===== src/rtl/memory_stage.sv =====
// Memory-access stage: drives the data-memory request/ack bus, registers ME results.
// Optional bus-timeout watchdog enabled by defining MEM_STAGE_TIMEOUT_EN.
module memory_stage #(
  parameter int unsigned TIMEOUT_CYCLES = 64
) (
  input  logic        clk,
  input  logic        reset,
  input  logic        flush,
  input  logic        AnyStall,
  input  logic [31:0] Result_EX,
  input  logic [31:0] WrDat_EX,
  input  logic [4:0]  WriteReg_EX,
  input  logic        RegWrite_EX,
  input  logic        MemToReg_EX,
  input  logic        MemWrite_EX,
  output logic        DmReq,
  output logic        DmWe,
  output logic [31:0] DmAddr,
  output logic [31:0] DmWrDat,
  input  logic [31:0] DmRdDat,
  input  logic        DmAck,
  output logic [31:0] ResultRdDat_ME,
  output logic [4:0]  WriteReg_ME,
  output logic        RegWrite_ME,
  output logic        Stall_ME,
  output logic        MemErr_ME
);

  typedef enum logic [1:0] {
    ST_IDLE = 2'd0,
    ST_WAIT = 2'd1,
    ST_HOLD = 2'd2
  } state_e;

  if (TIMEOUT_CYCLES < 1 || TIMEOUT_CYCLES > 255) begin : g_bad_timeout
    $error("memory_stage: TIMEOUT_CYCLES must be in 1..255");
  end

  state_e      state_q, state_d;
  logic [31:0] hold_q, hold_d;
  logic        flushed_q, flushed_d;
  logic [31:0] result_q, result_d;
  logic [4:0]  wreg_q, wreg_d;
  logic        regwr_q, regwr_d;

  logic        mem_op_s;
  logic        timeout_s;
  logic        req_s;
  logic        stall_s;
  logic        discard_s;
  logic        from_hold_s;
  logic [31:0] ack_dat_s;

  assign mem_op_s  = MemToReg_EX | MemWrite_EX;
  assign ack_dat_s = timeout_s ? 32'h0 : DmRdDat;

`ifdef MEM_STAGE_TIMEOUT_EN
  localparam logic [7:0] TIMEOUT_LIMIT = TIMEOUT_CYCLES[7:0];

  logic [7:0] cnt_q, cnt_d;
  logic       mem_err_q, mem_err_d;

  // Counter is zero outside WAIT, so it is already clear on every WAIT entry.
  always_comb begin
    cnt_d     = 8'd0;
    mem_err_d = mem_err_q | timeout_s;
    if (state_q == ST_WAIT && !timeout_s) begin
      cnt_d = cnt_q + 8'd1;
    end else begin
      cnt_d = 8'd0;
    end
  end

  always_ff @(posedge clk or posedge reset) begin
    if (reset) begin
      cnt_q     <= 8'd0;
      mem_err_q <= 1'b0;
    end else begin
      cnt_q     <= cnt_d;
      mem_err_q <= mem_err_d;
    end
  end

  assign timeout_s = (state_q == ST_WAIT) && (cnt_q == TIMEOUT_LIMIT);
  assign MemErr_ME = mem_err_q;
`else
  assign timeout_s = 1'b0;
  assign MemErr_ME = 1'b0;
`endif

  // Bus FSM next state: completion in WAIT goes to HOLD only if the pipeline is still frozen.
  always_comb begin
    state_d     = state_q;
    hold_d      = hold_q;
    flushed_d   = flushed_q;
    req_s       = 1'b0;
    stall_s     = 1'b0;
    discard_s   = 1'b0;
    from_hold_s = 1'b0;
    case (state_q)
      ST_IDLE: begin
        flushed_d = 1'b0;
        if (mem_op_s && !flush) begin
          req_s = 1'b1;
          if (DmAck) begin
            if (AnyStall) begin
              state_d = ST_HOLD;
              hold_d  = DmRdDat;
            end else begin
              state_d = ST_IDLE;
            end
          end else begin
            stall_s = 1'b1;
            state_d = ST_WAIT;
          end
        end else begin
          state_d = ST_IDLE;
        end
      end
      ST_WAIT: begin
        if (timeout_s || DmAck) begin
          req_s = !timeout_s;
          if (flush || flushed_q) begin
            discard_s = 1'b1;
            flushed_d = 1'b0;
            state_d   = ST_IDLE;
          end else if (AnyStall) begin
            hold_d  = ack_dat_s;
            state_d = ST_HOLD;
          end else begin
            state_d = ST_IDLE;
          end
        end else begin
          req_s   = 1'b1;
          stall_s = 1'b1;
          if (flush) begin
            flushed_d = 1'b1;
          end else begin
            flushed_d = flushed_q;
          end
        end
      end
      ST_HOLD: begin
        from_hold_s = 1'b1;
        if (flush || !AnyStall) begin
          state_d = ST_IDLE;
        end else begin
          state_d = ST_HOLD;
        end
      end
      default: begin
        state_d   = ST_IDLE;
        flushed_d = 1'b0;
      end
    endcase
  end

  // ME pipeline register: a flush or a discarded flushed access clears it.
  always_comb begin
    result_d = result_q;
    wreg_d   = wreg_q;
    regwr_d  = regwr_q;
    if (flush || discard_s) begin
      result_d = 32'h0;
      wreg_d   = 5'd0;
      regwr_d  = 1'b0;
    end else if (!AnyStall) begin
      if (MemToReg_EX) begin
        result_d = from_hold_s ? hold_q : ack_dat_s;
      end else begin
        result_d = Result_EX;
      end
      wreg_d  = WriteReg_EX;
      regwr_d = RegWrite_EX;
    end else begin
      result_d = result_q;
    end
  end

  always_ff @(posedge clk or posedge reset) begin
    if (reset) begin
      state_q   <= ST_IDLE;
      hold_q    <= 32'h0;
      flushed_q <= 1'b0;
      result_q  <= 32'h0;
      wreg_q    <= 5'd0;
      regwr_q   <= 1'b0;
    end else begin
      state_q   <= state_d;
      hold_q    <= hold_d;
      flushed_q <= flushed_d;
      result_q  <= result_d;
      wreg_q    <= wreg_d;
      regwr_q   <= regwr_d;
    end
  end

  // Gate with reset so an abandoned request drops the moment reset asserts.
  assign DmReq    = req_s & ~reset;
  assign Stall_ME = stall_s & ~reset;
  assign DmWe     = MemWrite_EX;
  assign DmAddr   = {Result_EX[31:2], 2'b00};
  assign DmWrDat  = WrDat_EX;

  assign ResultRdDat_ME = result_q;
  assign WriteReg_ME    = wreg_q;
  assign RegWrite_ME    = regwr_q;

endmodule

===== config.mk =====
export PLATFORM = sky130hd
export DESIGN_NAME = memory_stage
export DESIGN_NICKNAME = d
export VERILOG_FILES = /design/src/rtl/memory_stage.sv
export SDC_FILE = /design/constraint.sdc
export NUM_CORES = 1
export LEC_CHECK = 0
export ABC_AREA = 1
export CAP_MARGIN = 15
export CORE_MARGIN = 4
export CORE_UTILIZATION = 44
export CTS_BUF_LIST = sky130_fd_sc_hd__clkbuf_16
export CTS_CLUSTER_DIAMETER = 40
export CTS_CLUSTER_SIZE = 40
export DETAILED_ROUTE_END_ITERATION = 6
export PLACE_DENSITY = 0.9
export REMOVE_ABC_BUFFERS = 1
export SYNTH_ARGS = -nofsm -noshare
export SYNTH_HDL_FRONTEND = slang
export SYNTH_SLANG_ARGS = --single-unit
export TNS_END_PERCENT = 10

===== constraint.sdc =====
create_clock -name clk -period 3.8 [get_ports clk]
set_input_delay 0.76 -clock clk [delete_from_list [all_inputs] [get_ports clk]]
set_output_delay 0.76 -clock clk [all_outputs]
set_load 0.01 [all_outputs]

# Word-level counts from Yosys, hierarchy flattened
# Cells that the tools add are included.
op_classes:
  n_addsub: 0
  multipliers: 0
  div: 0
  magnitude_cmp: 0
  n_eq_ne: 9
  shift: 0
  mux: 34
  n_bitwise: 5
  reduce_logical: 10
op_table:
  columns: ["operator", "n"]
  rows:
  - ["32-bit two-way mux", 9]
  - ["32-bit case mux with 2 select lines", 1]
  - ["1-bit two-way mux", 12]
  - ["2-bit two-way mux", 6]
  - ["5-bit two-way mux", 2]
  - ["2-bit inequality test, second input constant", 4]
  - ["3-bit inequality test, second input constant", 2]
  - ["1-bit case mux with 2 select lines", 3]
  - ["2-bit case mux with 3 select lines", 1]
  - ["5-bit AND reduction", 1]
  - ["1-bit logical OR", 3]
  - ["3-bit AND reduction", 1]
  - ["1-bit bitwise AND", 2]
  - ["2-bit by 1-bit equality test with 1-bit output, second input constant", 1]
  - ["2-bit equality test, second input constant", 1]
  - ["1-bit logical NOT", 2]
  - ["2-bit logical NOT", 1]
  - ["2-bit by 1-bit inequality test with 1-bit output, second input constant", 1]
  - ["1-bit NOT", 2]
  - ["2-bit nonzero test", 1]
  - ["1-bit logical AND", 1]
  - ["1-bit OR", 1]
totals:
  ff_bits: 73
  latchBits: 0
  mem_bits_rw: 0
  rom_bits: 0
  out_inout_bits: 106
  elab_cells: 64
  n_memories: 0

# Logic depth before layout (Yosys ltp)
# Gate-level depths: netlist (run 1).
depth:
  ltp_word: 6
  mapped_depth: 9
  mapped_depth_nobuf: 7

# Least setup slack after synthesis (run 1)
# Ideal clock, no wire load.
synth_timing:
  path_kind: "input to output"
  start: "in MemToReg_EX"
  end: "out Stall_ME"
  arrival_time_ns: 1.456
  slack_ns: 1.584
  stages: 6
  path_cell_list: "buf_2 -> or2_1 -> nand2_1 -> a21oi_1 -> nand2_1 -> nor2_1"
synth_between:
  elab_chain_len: 5
synth_rtl:
  columns: ["item", "line", "text"]
  rows:
  - ["start, declared", "14", "input logic MemToReg_EX,"]
  - ["1-bit OR", "54", "assign mem_op_s = MemToReg_EX | MemWrite_EX;"]
  - ["1-bit logical AND", "103", "if (mem_op_s && !flush) begin"]
  - ["1-bit two-way mux", "103", null]
  - ["1-bit case mux with 2 select lines", "100", "case (state_q)"]
  - ["1-bit bitwise AND", "200", "assign Stall_ME = stall_s & ~reset;"]
  - ["end, declared", "25", "output logic Stall_ME,"]
# No other way between the ends.

# Final worst setup path (run 1)
# Same ends and word-level chain as after synthesis.

==> results of run 1 <==
-- power by group through the flow --
stage               registers (mW)  logic, mW  clock network (mW)
global route                  1.01      0.652                1.01
floorplan                     1.00      0.282                   0
finish                       0.989      0.575               0.950
CTS                          0.990      0.583               0.967
global placement             0.996      0.563                   0
detailed placement            1.00      0.581                   0
-- routing by layer --
layer	vias to the layer above	track usage [%]
met5	-	4.91
met3	18	8.82
met4	2	6.22
met2	174	33.8
li1	2000	-
met1	1818	25.8
-- sequential cells by signal (all words and copies together), names as in the netlist --
signal,count
ResultRdDat_ME,32
hold_q,32
WriteReg_ME,5
state_q,2
RegWrite_ME,1
flushed_q,1
-- cell usage after synthesis --
library cell | n | share of area [%]
buf_2 | 15 | 1.7
dfrtp_1 | 73 | 42
inv_2 | 2 | 0.17
nor2_1 | 8 | 0.68
clkbuf_1 | 6 | 0.51
a21oi_1 | 3 | 0.34
o21bai_1 | 1 | 0.17
nor2_2 | 1 | 0.14
nand2_2 | 2 | 0.28
conb_1 | 1 | 0.085
o21ai_0 | 1 | 0.11
inv_1 | 72 | 6.2
nand4_1 | 1 | 0.14
buf_6 | 3 | 0.77
nor2_4 | 1 | 0.26
or2_1 | 1 | 0.14
nand2_1 | 312 | 27
nand3_1 | 68 | 7.7
buf_4 | 72 | 12
-- area by class of cell --
cell class / instances / share of cell area (%)
flip-flops and latches: 73 / 31.6
multi-input cells: 402 / 28.3
repair buffers: 156 / 26.6
inverters: 74 / 4.83
clock buffers: 9 / 3.90
well taps: 133 / 2.88
clock inverters: 6 / 1.86
-- metrics by stage --
stage / cells / hold slack, ps / cell area (um2)
after floorplan: 549 / 442 / 3730
after global placement: 838 / 452 / 5450
after detailed placement: 838 / 458 / 5450
after CTS: 853 / 472 / 5780
after global routing: 853 / 483 / 5780
final: 853 / 468 / 5780
-- worst min-delay path, delay by kind of cell, from the launching register on --
family | cells | cell delay (ps)
flip-flops | 1 | 340
AND/OR/NAND/NOR | 2 | 100
-- kinds of logic (layout without fill, tap and decap cells) --
group / count (synthesis) / after routing / share of synthesized area [%]
other: 1 / 3 / 0.0854
buffers and inverters: 170 / 245 / 21.6
AND/OR/NAND/NOR: 394 / 394 / 36.1
flip-flops: 73 / 73 / 41.6
AO/OA/AOI/OAI: 5 / 5 / 0.627
-- worst paths after layout --
kind	startpoint	end	depth (start not counted)
min	hold_q[3]	hold_q[3]	2
min reg2reg	hold_q[3]	hold_q[3]	2
min in group asynchronous	reset	state_q[0]	2
max	MemToReg_EX	Stall_ME	7
max in group asynchronous	reset	ResultRdDat_ME[19]	3
max reg2reg	state_q[1]	ResultRdDat_ME[3]	7
==> PnR_summary.wiki, run 1 <==
{| class="wikitable"
! Metric !! Value
|-
| Outcome || completed
|-
| Maximum Capacitance Violations || 0
|-
| Half-perimeter wire length of the detailed placement result || between 8 and 9 mm
|-
| Core box area || 9730 um2
|-
| Pre-CTS setup slack || 626 ps
|-
| Total Power || around 2.5 mW
|-
| Initial antenna violation count || 0
|-
| Arrival time of data at the critical path endpoint || about 2400 ps
|-
| Layout Area Growth over Synthesis || 31.7%
|-
| Post-synthesis instance area || 4390 um2
|-
| Via density per instance || 4.70
|-
| Proportion of layout cells with a drive suffix above 1 || 4.58%
|-
| Routed Antenna Nets || 0
|-
| Number of global-route vias before repair || 3797
|-
| Slowest stage cell on the critical path || clkdlybuf4s50_1
|-
| Global-route wire length before repair || 19.3 mm
|-
| Total length of routed met3 wires || 1.16 mm
|-
| Leakage power || approximately 3.1 nW
|-
| CTS max path bufs || 2
|-
| Met2 Routed Length || 5.66 mm
|-
| Routability congestion estimate || 0.745
|-
| Length of the first detailed-routing pass in iterations || 5
|-
| Flops & latches, synth || 73
|-
| Share of synthesized area occupied by flip-flops and latches || 41.6%
|-
| Clk Tree Root Cell || clkbuf_16
|-
| Hold_buf cts || 0
|-
| Worst-Skew Late Latency || 320 ps
|-
| Post-DR wirelength/cell || ~14 um
|-
| CP Capture Type || output pin
|-
| Number of post-CTS setup repair buffers || 0
|-
| Summed negative setup slack over all endpoints || 0 ps
|-
| # IOs || between 200 and 250
|-
| CTS tree || built
|-
| Register cell area after layout || 1830 um2
|-
| Multi-input logic area || 1640 um2
|-
| Starting DRC count in detailed routing || 220
|-
| Int Pwr || 1.82 mW
|-
| Number of remaining DRC errors || 0
|-
| Critical path type || in -> out
|-
| Peak ir drop on the vdd network || around 0.27 mV
|-
| Cells along the critical path || clkdlybuf4s50_1, or2_1, nand2_1, a21oi_1, nand2_1, nor2_1, clkdlybuf4s50_1
|-
| Level count of the clock H-tree || 3
|-
| Fraction of power spent switching nets || 27.8%
|-
| Clk_skew || 7.43 ps
|-
| Data required time of the worst path || 3040 ps
|-
| Final standard cell utilization of the core || 59.4%
|-
| Die outline height || 108 um
|-
| Unrepaired setup endpoints after global routing || no
|-
| Final count of hold timing violations || 0
|-
| Clock slew at the register clock pins of the worst setup and hold paths || 60 ps
|-
| Clock group share of total power || 37.8%
|-
| Overall routing resource usage || about a fifth
|-
| Average footprint of a synthesized cell || 6.83 um2
|-
| Share of the clock period used by the worst path after layout || 83.0%
|-
| Global-route congestion overflow total || 0
|-
| Sw Pwr || between 0.6 and 0.7 mW
|-
| WL met1 || 5.12 mm
|-
| YS warnings || 0
|-
| Largest net degree at the start of global routing || 42
|-
| Number of buffer and inverter instances along the worst setup path || 2
|-
| Most frequent cells in the layout || nand2_1, clkdlybuf4s50_1, dfrtp_1
|-
| Starting density of the core || 45.1%
|-
| Maximum fanout encountered on the critical timing path || 3
|-
| Least-Margin Pin Slew || 1100 ps
|-
| Maximum clock rate || 317 MHz
|-
| Highest routed metal layer || met5
|-
| P per Cell Area || 435 nW/um2
|-
| Class of the most critical hold timing path || reg -> reg
|-
| Diodes inserted || 0
|-
| Chip width || roughly 110 um
|-
| Number of sinks handled by clock tree synthesis || 73
|-
| Cell type group with the largest total delay on the critical path || buffers and inverters
|-
| Total of cells resized after clock tree synthesis || 0
|-
| Combinational share of power || 22.9%
|-
| Routed via count || 4012
|-
| Number of instances in the synthesized netlist || 643
|-
| Critical Path Source Type || input pin
|-
| Worst max-slew margin expressed relative to the limit || 26.5%
|-
| Most common library cell in the layout ignoring fill and taps || nand2_1
|-
| Fin worst setup slack || around 650 ps
|-
| Std-Cell Rows || 36
|-
| # fillers || between 900 and 1000
|-
| Final routed wirelength across all metal layers || 12.2 mm
|-
| Longest individual stage delay on the worst path || 540 ps
|-
| Setup violators final || 0
|-
| Die ar. || 11600 um2
|-
| I/O Buffers || about 150
|-
| Part of the total power dissipated in sequential elements || 39.4%
|-
| Max Transition Viols Final || 0
|-
| Clock buffers created by TritonCTS || 9
|-
| Post-layout net count || 825
|-
| Worst setup slack for register-to-register paths || 2020 ps
|-
| Post-layout minimum cycle time || about 3200 ps
|-
| Number of distinct library cells after synthesis || 19
|}
Power figures use the tool's default switching activity.
==> run 2, diff against run 1 <==
--- a/config.mk
+++ b/config.mk
@@ -8,12 +8,12 @@
 export ABC_AREA = 1
 export CAP_MARGIN = 15
 export CORE_MARGIN = 4
-export CORE_UTILIZATION = 44
+export CORE_UTILIZATION = 37
 export CTS_BUF_LIST = sky130_fd_sc_hd__clkbuf_16
 export CTS_CLUSTER_DIAMETER = 40
 export CTS_CLUSTER_SIZE = 40
 export DETAILED_ROUTE_END_ITERATION = 6
-export PLACE_DENSITY = 0.9
+export PLACE_DENSITY = 0.81
 export REMOVE_ABC_BUFFERS = 1
 export SYNTH_ARGS = -nofsm -noshare
 export SYNTH_HDL_FRONTEND = slang
==> constraint.sdc (replaced) <==
create_clock -name clk -period 2.8 [get_ports clk]
set_input_delay 0.56 -clock clk [delete_from_list [all_inputs] [get_ports clk]]
set_output_delay 0.56 -clock clk [all_outputs]
set_load 0.01 [all_outputs]
==> run 2 against run 1 <==
  * First-iteration DRC count is 15% lower
  * Sequential share of layout area is 0.24 points lower
  * Worst setup slack worse by 560 ps
  * Routed wire length is 4.5% higher
  * Final area is 0.78% higher
  * Critical path depth stayed put
  * Non-clock buffer count is 1 higher
  * Die area is 17% higher
  * Sequential power is 35% higher
  * Power is 34% higher
  * Register-to-register slack worse by 960 ps
  * Clock skew is 3.8 ps lower
  * Largest power group unchanged
  * Highest routed layer is now met4
==> PnR_summary.wiki, run 2 (same netlist as run 1, synthesis figures left out) <==
{| class="wikitable"
! Metric !! Value
|-
| Number of post-CTS setup repair buffers || 0
|-
| Cells along the critical path || clkdlybuf4s50_1, or2_1, nand2_1, a21oi_1, nand2_1, nor2_1, clkdlybuf4s50_1
|-
| Arrival time of data at the critical path endpoint || between 2000 and 2500 ps
|-
| Level count of the clock H-tree || 3
|-
| Diodes inserted || 0
|-
| Global-route wire length before repair || 20.1 mm
|-
| Number of global-route vias before repair || between 3000 and 4000
|-
| Proportion of layout cells with a drive suffix above 1 || 4.99%
|-
| Largest net degree at the start of global routing || 36
|-
| CTS tree || built
|-
| Chip width || 117 um
|-
| Worst max-slew margin expressed relative to the limit || approximately 43%
|-
| Final routed wirelength across all metal layers || 12.7 mm
|-
| Post-layout minimum cycle time || approximately 2700 ps
|-
| Outcome || completed
|-
| Clk Tree Root Cell || clkbuf_16
|-
| Core box area || 11500 um2
|-
| Class of the most critical hold timing path || reg -> reg
|-
| Std-Cell Rows || 39
|-
| Routed via count || a little under 4000
|-
| Highest routed metal layer || met4
|-
| Worst-Skew Late Latency || 320 ps
|-
| Half-perimeter wire length of the detailed placement result || 9.04 mm
|-
| Die ar. || around 14000 um2
|-
| Most frequent cells in the layout || nand2_1, clkdlybuf4s50_1, dfrtp_1
|-
| Maximum fanout encountered on the critical timing path || 3
|-
| Hold path startpoint || hold_q[24]
|-
| Overall routing resource usage || 19.2%
|-
| Unrepaired setup endpoints after global routing || no
|-
| CTS max path bufs || 2
|-
| Length of the first detailed-routing pass in iterations || 4
|-
| Maximum clock rate || 368 MHz
|-
| Critical path type || in -> out
|-
| Endpoint of the worst hold-timing path || hold_q[24]
|-
| Met2 Routed Length || 5.62 mm
|-
| Routability congestion estimate || 0.773
|-
| Post-layout net count || 826
|-
| Final standard cell utilization of the core || 50.6%
|-
| Maximum Capacitance Violations || 0
|-
| Number of cell instances on the worst register-to-register path || 7
|-
| Most common library cell in the layout ignoring fill and taps || nand2_1
|-
| Layout Area Growth over Synthesis || 32.7%
|-
| Data required time of the worst path || 2240 ps
|-
| Starting DRC count in detailed routing || roughly 190
|-
| Clk_skew || roughly 3.6 ps
|-
| # IOs || between 200 and 250
|-
| Initial antenna violation count || 0
|-
| Setup violators final || 0
|-
| I/O Buffers || 147
|-
| # fillers || 1168
|-
| Worst Hold Depth || 2
|-
| CP Capture Type || output pin
|-
| Total of cells resized after clock tree synthesis || 0
|-
| Post-DR wirelength/cell || ~15 um
|-
| Longest individual stage delay on the worst path || 540 ps
|-
| P per Cell Area || 577 nW/um2
|-
| Number of sinks handled by clock tree synthesis || 73
|-
| Worst setup slack for register-to-register paths || 1060 ps
|-
| Hold_buf cts || 0
|-
| Routed Antenna Nets || 0
|-
| Peak ir drop on the vdd network || 0.337 mV
|-
| Slowest stage cell on the critical path || clkdlybuf4s50_1
|-
| Starting density of the core || 38.1%
|-
| Final count of hold timing violations || 0
|-
| Global-route congestion overflow total || 0
|-
| Reg-to-Reg End || ResultRdDat_ME[22]
|-
| Max Transition Viols Final || 0
|-
| Share of the clock period used by the worst path after layout || 97.0%
|-
| Clock buffers created by TritonCTS || 9
|-
| Number of remaining DRC errors || 0
|-
| Leakage power || 3.13 nW
|-
| Die outline height || 117 um
|-
| WL met1 || 5.71 mm
|-
| Via density per instance || roughly 4.5
|-
| Summed negative setup slack over all endpoints || 0 ps
|-
| Startpoint of the lowest-slack register-to-register path || state_q[1]
|-
| Clock slew at the register clock pins of the worst setup and hold paths || 60 ps
|-
| Critical Path Source Type || input pin
|-
| Total length of routed met3 wires || ~1.2 mm
|-
| Least-Margin Pin Slew || 852 ps
|}
==> run 2: worst max-delay path by stage <==
stage,from,endpoint,cells after the start
global placement,MemWrite_EX,Stall_ME,7
floorplan,reset,RegWrite_ME,1
finish,MemWrite_EX,Stall_ME,7
CTS,MemWrite_EX,Stall_ME,7
detailed placement,MemWrite_EX,Stall_ME,7
global route,MemWrite_EX,Stall_ME,7
==> run 2: routing by layer <==
metal,vias to the layer above,track usage [%]
met3,16,6.94
met5,-,1.48
met2,158,30.0
met1,1741,25.0
met4,0,5.89
li1,2011,-
==> run 2: through the flow <==
step | hold WS [ps] | total power [mW] | setup WS [ps] | cells | cell area (um2)
2_1_floorplan | 442 | 1.74 | 387 | 549 | 3730
5_1_grt | 482 | 3.59 | 10.1 | 865 | 5830
3_3_place_gp | 453 | 2.13 | 161 | 849 | 5510
3_5_place_dp | 458 | 2.16 | 90.0 | 849 | 5510
4_1_cts | 472 | 3.41 | 90.0 | 865 | 5830
6_report | 467 | 3.36 | 82.9 | 865 | 5830
==> run 2: layout make-up <==
type | count | area, um2 | share of cell area, %
well taps | 143 | 179 | 3.07
repair buffers | 157 | 1580 | 27.1
clock inverters | 7 | 95.1 | 1.63
flip-flops and latches | 73 | 1830 | 31.4
inverters | 74 | 279 | 4.79
clock buffers | 9 | 225 | 3.87
multi-input cells | 402 | 1640 | 28.2
==> run 2: critical path: cells and delay by family <==
family / cells / cell delay (ps)
AOI/OAI and AO/OA: 1 / 180
and+or+nand+nor: 4 / 390
buffers and inverters: 2 / 1020
==> run 2: power by group <==
group / internal, mW / leakage, nW / switching, mW
Clock: 0.780 / 0.155 / 0.448
Combinational: 0.365 / 2.02 / 0.422
Sequential: 1.24 / 0.948 / 0.101
Total: 2.39 / 3.13 / 0.971
==> run 3, diff against run 2 <==
--- a/config.mk
+++ b/config.mk
@@ -8,13 +8,12 @@
 export ABC_AREA = 1
 export CAP_MARGIN = 15
 export CORE_MARGIN = 4
-export CORE_UTILIZATION = 37
+export CORE_UTILIZATION = 41
 export CTS_BUF_LIST = sky130_fd_sc_hd__clkbuf_16
 export CTS_CLUSTER_DIAMETER = 40
 export CTS_CLUSTER_SIZE = 40
 export DETAILED_ROUTE_END_ITERATION = 6
-export PLACE_DENSITY = 0.81
-export REMOVE_ABC_BUFFERS = 1
+export PLACE_DENSITY = 0.85
 export SYNTH_ARGS = -nofsm -noshare
 export SYNTH_HDL_FRONTEND = slang
 export SYNTH_SLANG_ARGS = --single-unit
==> constraint.sdc (replaced) <==
create_clock -name clk -period 2.75 [get_ports clk]
set_input_delay 0.55 -clock clk [delete_from_list [all_inputs] [get_ports clk]]
set_output_delay 0.55 -clock clk [all_outputs]
set_load 0.01 [all_outputs]
==> run 3 against run 2 <==
  * Sequential cell count unchanged
  * Worst hold slack got worse by 0.52 ps
  * Non-clock buffer count increased by 3
  * Clock-buffer cell count unchanged
  * Final area increased by 0.34%
  * Via count increased by 0.59%
  * Sequential share of layout area decreased by 0.11 points
  * Sequential power about the same
  * Utilization increased by 5.8 points
  * Critical path type unchanged
  * Largest power group unchanged
==> PnR_summary.wiki, run 3 (same netlist as run 1, synthesis figures left out) <==
{| class="wikitable"
! Metric !! Value
|-
| Maximum clock rate || 384 MHz
|-
| Maximum Capacitance Violations || 0
|-
| Initial antenna violation count || 1
|-
| Clock buffers created by TritonCTS || 9
|-
| Die outline height || approximately 110 um
|-
| Chip width || 111 um
|-
| Final routed wirelength across all metal layers || 11.4 mm
|-
| Most common library cell in the layout ignoring fill and taps || nand2_1
|-
| Sw Pwr || 0.977 mW
|-
| Starting DRC count in detailed routing || 192
|-
| Outcome || completed
|-
| Clk_skew || around 6.7 ps
|-
| Combinational share of power || roughly 23%
|-
| P per Cell Area || 598 nW/um2
|-
| Level count of the clock H-tree || 3
|-
| Via density per instance || approximately 4.6
|-
| Int Pwr || 2.52 mW
|-
| Unrepaired setup endpoints after global routing || no
|-
| Post-layout minimum cycle time || 2600 ps
|-
| Max Transition Viols Final || 0
|-
| Critical path type || in -> out
|-
| Final standard cell utilization of the core || 56.4%
|-
| Layout Area Growth over Synthesis || 33.1%
|-
| Die ar. || between 10000 and 15000 um2
|-
| Class of the most critical hold timing path || reg -> reg
|-
| Length of the first detailed-routing pass in iterations || 5
|-
| Setup violators final || 0
|-
| Fin worst setup slack || 145 ps
|-
| Hold path startpoint || ResultRdDat_ME[30]
|-
| Post-DR wirelength/cell || 13.2 um
|-
| Endpoint of the worst hold-timing path || ResultRdDat_ME[30]
|-
| Number of sinks handled by clock tree synthesis || 73
|-
| Fraction of power spent switching nets || 27.9%
|-
| Maximum fanout encountered on the critical timing path || 3
|-
| Leakage power || 3.17 nW
|-
| Half-perimeter wire length of the detailed placement result || 7.82 mm
|-
| Most frequent cells in the layout || nand2_1, clkdlybuf4s50_1, dfrtp_1
|-
| Worst setup slack for register-to-register paths || approximately 1000 ps
|-
| Clk Tree Root Cell || clkbuf_16
|-
| Number of cell instances on the worst register-to-register path || 8
|-
| Clock group share of total power || roughly 38%
|-
| Arrival time of data at the critical path endpoint || slightly above 2000 ps
|-
| CP Capture Type || output pin
|-
| Hold_buf cts || 0
|-
| Worst max-slew margin expressed relative to the limit || 49.1%
|-
| CTS max path bufs || 2
|-
| Data required time of the worst path || around 2200 ps
|-
| I/O Buffers || roughly 150
|-
| Overall routing resource usage || 18.6%
|-
| Peak ir drop on the vdd network || 0.351 mV
|-
| Critical Path Source Type || input pin
|-
| Proportion of layout cells with a drive suffix above 1 || 5.11%
|-
| Worst Hold Depth || 2
|-
| Global-route congestion overflow total || 0
|-
| Number of global-route vias before repair || 3899
|-
| Reg-to-Reg End || ResultRdDat_ME[2]
|-
| # IOs || ~220
|-
| Clock slew at the register clock pins of the worst setup and hold paths || 60 ps
|-
| Diodes inserted || 0
|-
| Worst-Skew Late Latency || 320 ps
|-
| Number of remaining DRC errors || 0
|-
| Routed via count || 3949
|-
| Largest net degree at the start of global routing || 74
|-
| Routed Antenna Nets || 0
|-
| Least-Margin Pin Slew || roughly 760 ps
|-
| Part of the total power dissipated in sequential elements || around 39%
|-
| Post-layout net count || 829
|-
| Startpoint of the lowest-slack register-to-register path || state_q[0]
|-
| Summed negative setup slack over all endpoints || 0 ps
|-
| Starting density of the core || between 40% and 50%
|-
| Routability congestion estimate || 0.848
|-
| Pre-CTS setup slack || 109 ps
|-
| Final count of hold timing violations || 0
|-
| Share of the clock period used by the worst path after layout || 94.7%
|-
| Global-route wire length before repair || 19.1 mm
|-
| CTS tree || built
|-
| Core box area || 10400 um2
|-
| Std-Cell Rows || 37
|}
==> run 3: stage by stage <==
stage | instances | total power, mW | cell area (um2) | hold slack, ps
2_1_floorplan | 645 | 1.91 | 4400 | 442
3_3_place_gp | 845 | 2.17 | 5510 | 453
3_5_place_dp | 845 | 2.20 | 5510 | 458
4_1_cts | 860 | 3.54 | 5840 | 472
5_1_grt | 860 | 3.71 | 5850 | 481
6_report | 860 | 3.50 | 5850 | 466
==> run 3: routing by layer <==
metal  global-route usage [%]  part of all wire [%]
met1                     23.6                    44
met2                     31.2                    48
met3                     5.49                   6.6
met4                     4.79                  0.93
met5                        0                  0.11
==> run 3: timing repair <==
item / 4_1_cts / 5_1_grt
endpoints found under the setup margin: 0 / 2
buffers inserted: 0 / 0
gates resized for setup: 0 / 2
==> run 3: final cells by class <==
class	count	area, um2
Timing Repair Buffer	160	1600
Fill cell	987	4520
Inverter	74	279
Sequential cell	73	1830
Clock buffer	9	225
Clock inverter	6	108
Multi-Input combinational cell	402	1640
Tap cell	136	170
==> run 3: worst max-delay path by stage <==
stage	to	slack (ps)	cells after the start	from
global placement	Stall_ME	130	7	MemToReg_EX
global route	DmReq	8	7	MemWrite_EX
CTS	Stall_ME	100	7	MemToReg_EX
finish	DmReq	150	7	MemToReg_EX
floorplan	RegWrite_ME	350	1	reset
detailed placement	DmReq	110	7	MemToReg_EX
==> run 3: power by group through the flow <==
stage / Combinational, mW / Sequential [mW] / Clock [mW]
3_5_place_dp: 0.817 / 1.38 / 0
6_report: 0.808 / 1.37 / 1.32
3_3_place_gp: 0.792 / 1.38 / 0
4_1_cts: 0.820 / 1.37 / 1.35
2_1_floorplan: 0.526 / 1.38 / 0
5_1_grt: 0.925 / 1.39 / 1.39
==> run 3: worst max-delay path: stages <==
cell and delay, ps:
clkdlybuf4s50_1 470, or2_1 130, nand2_1 70, a21oi_2 140, inv_1 60, nor2_1 90
clkdlybuf4s50_1 550
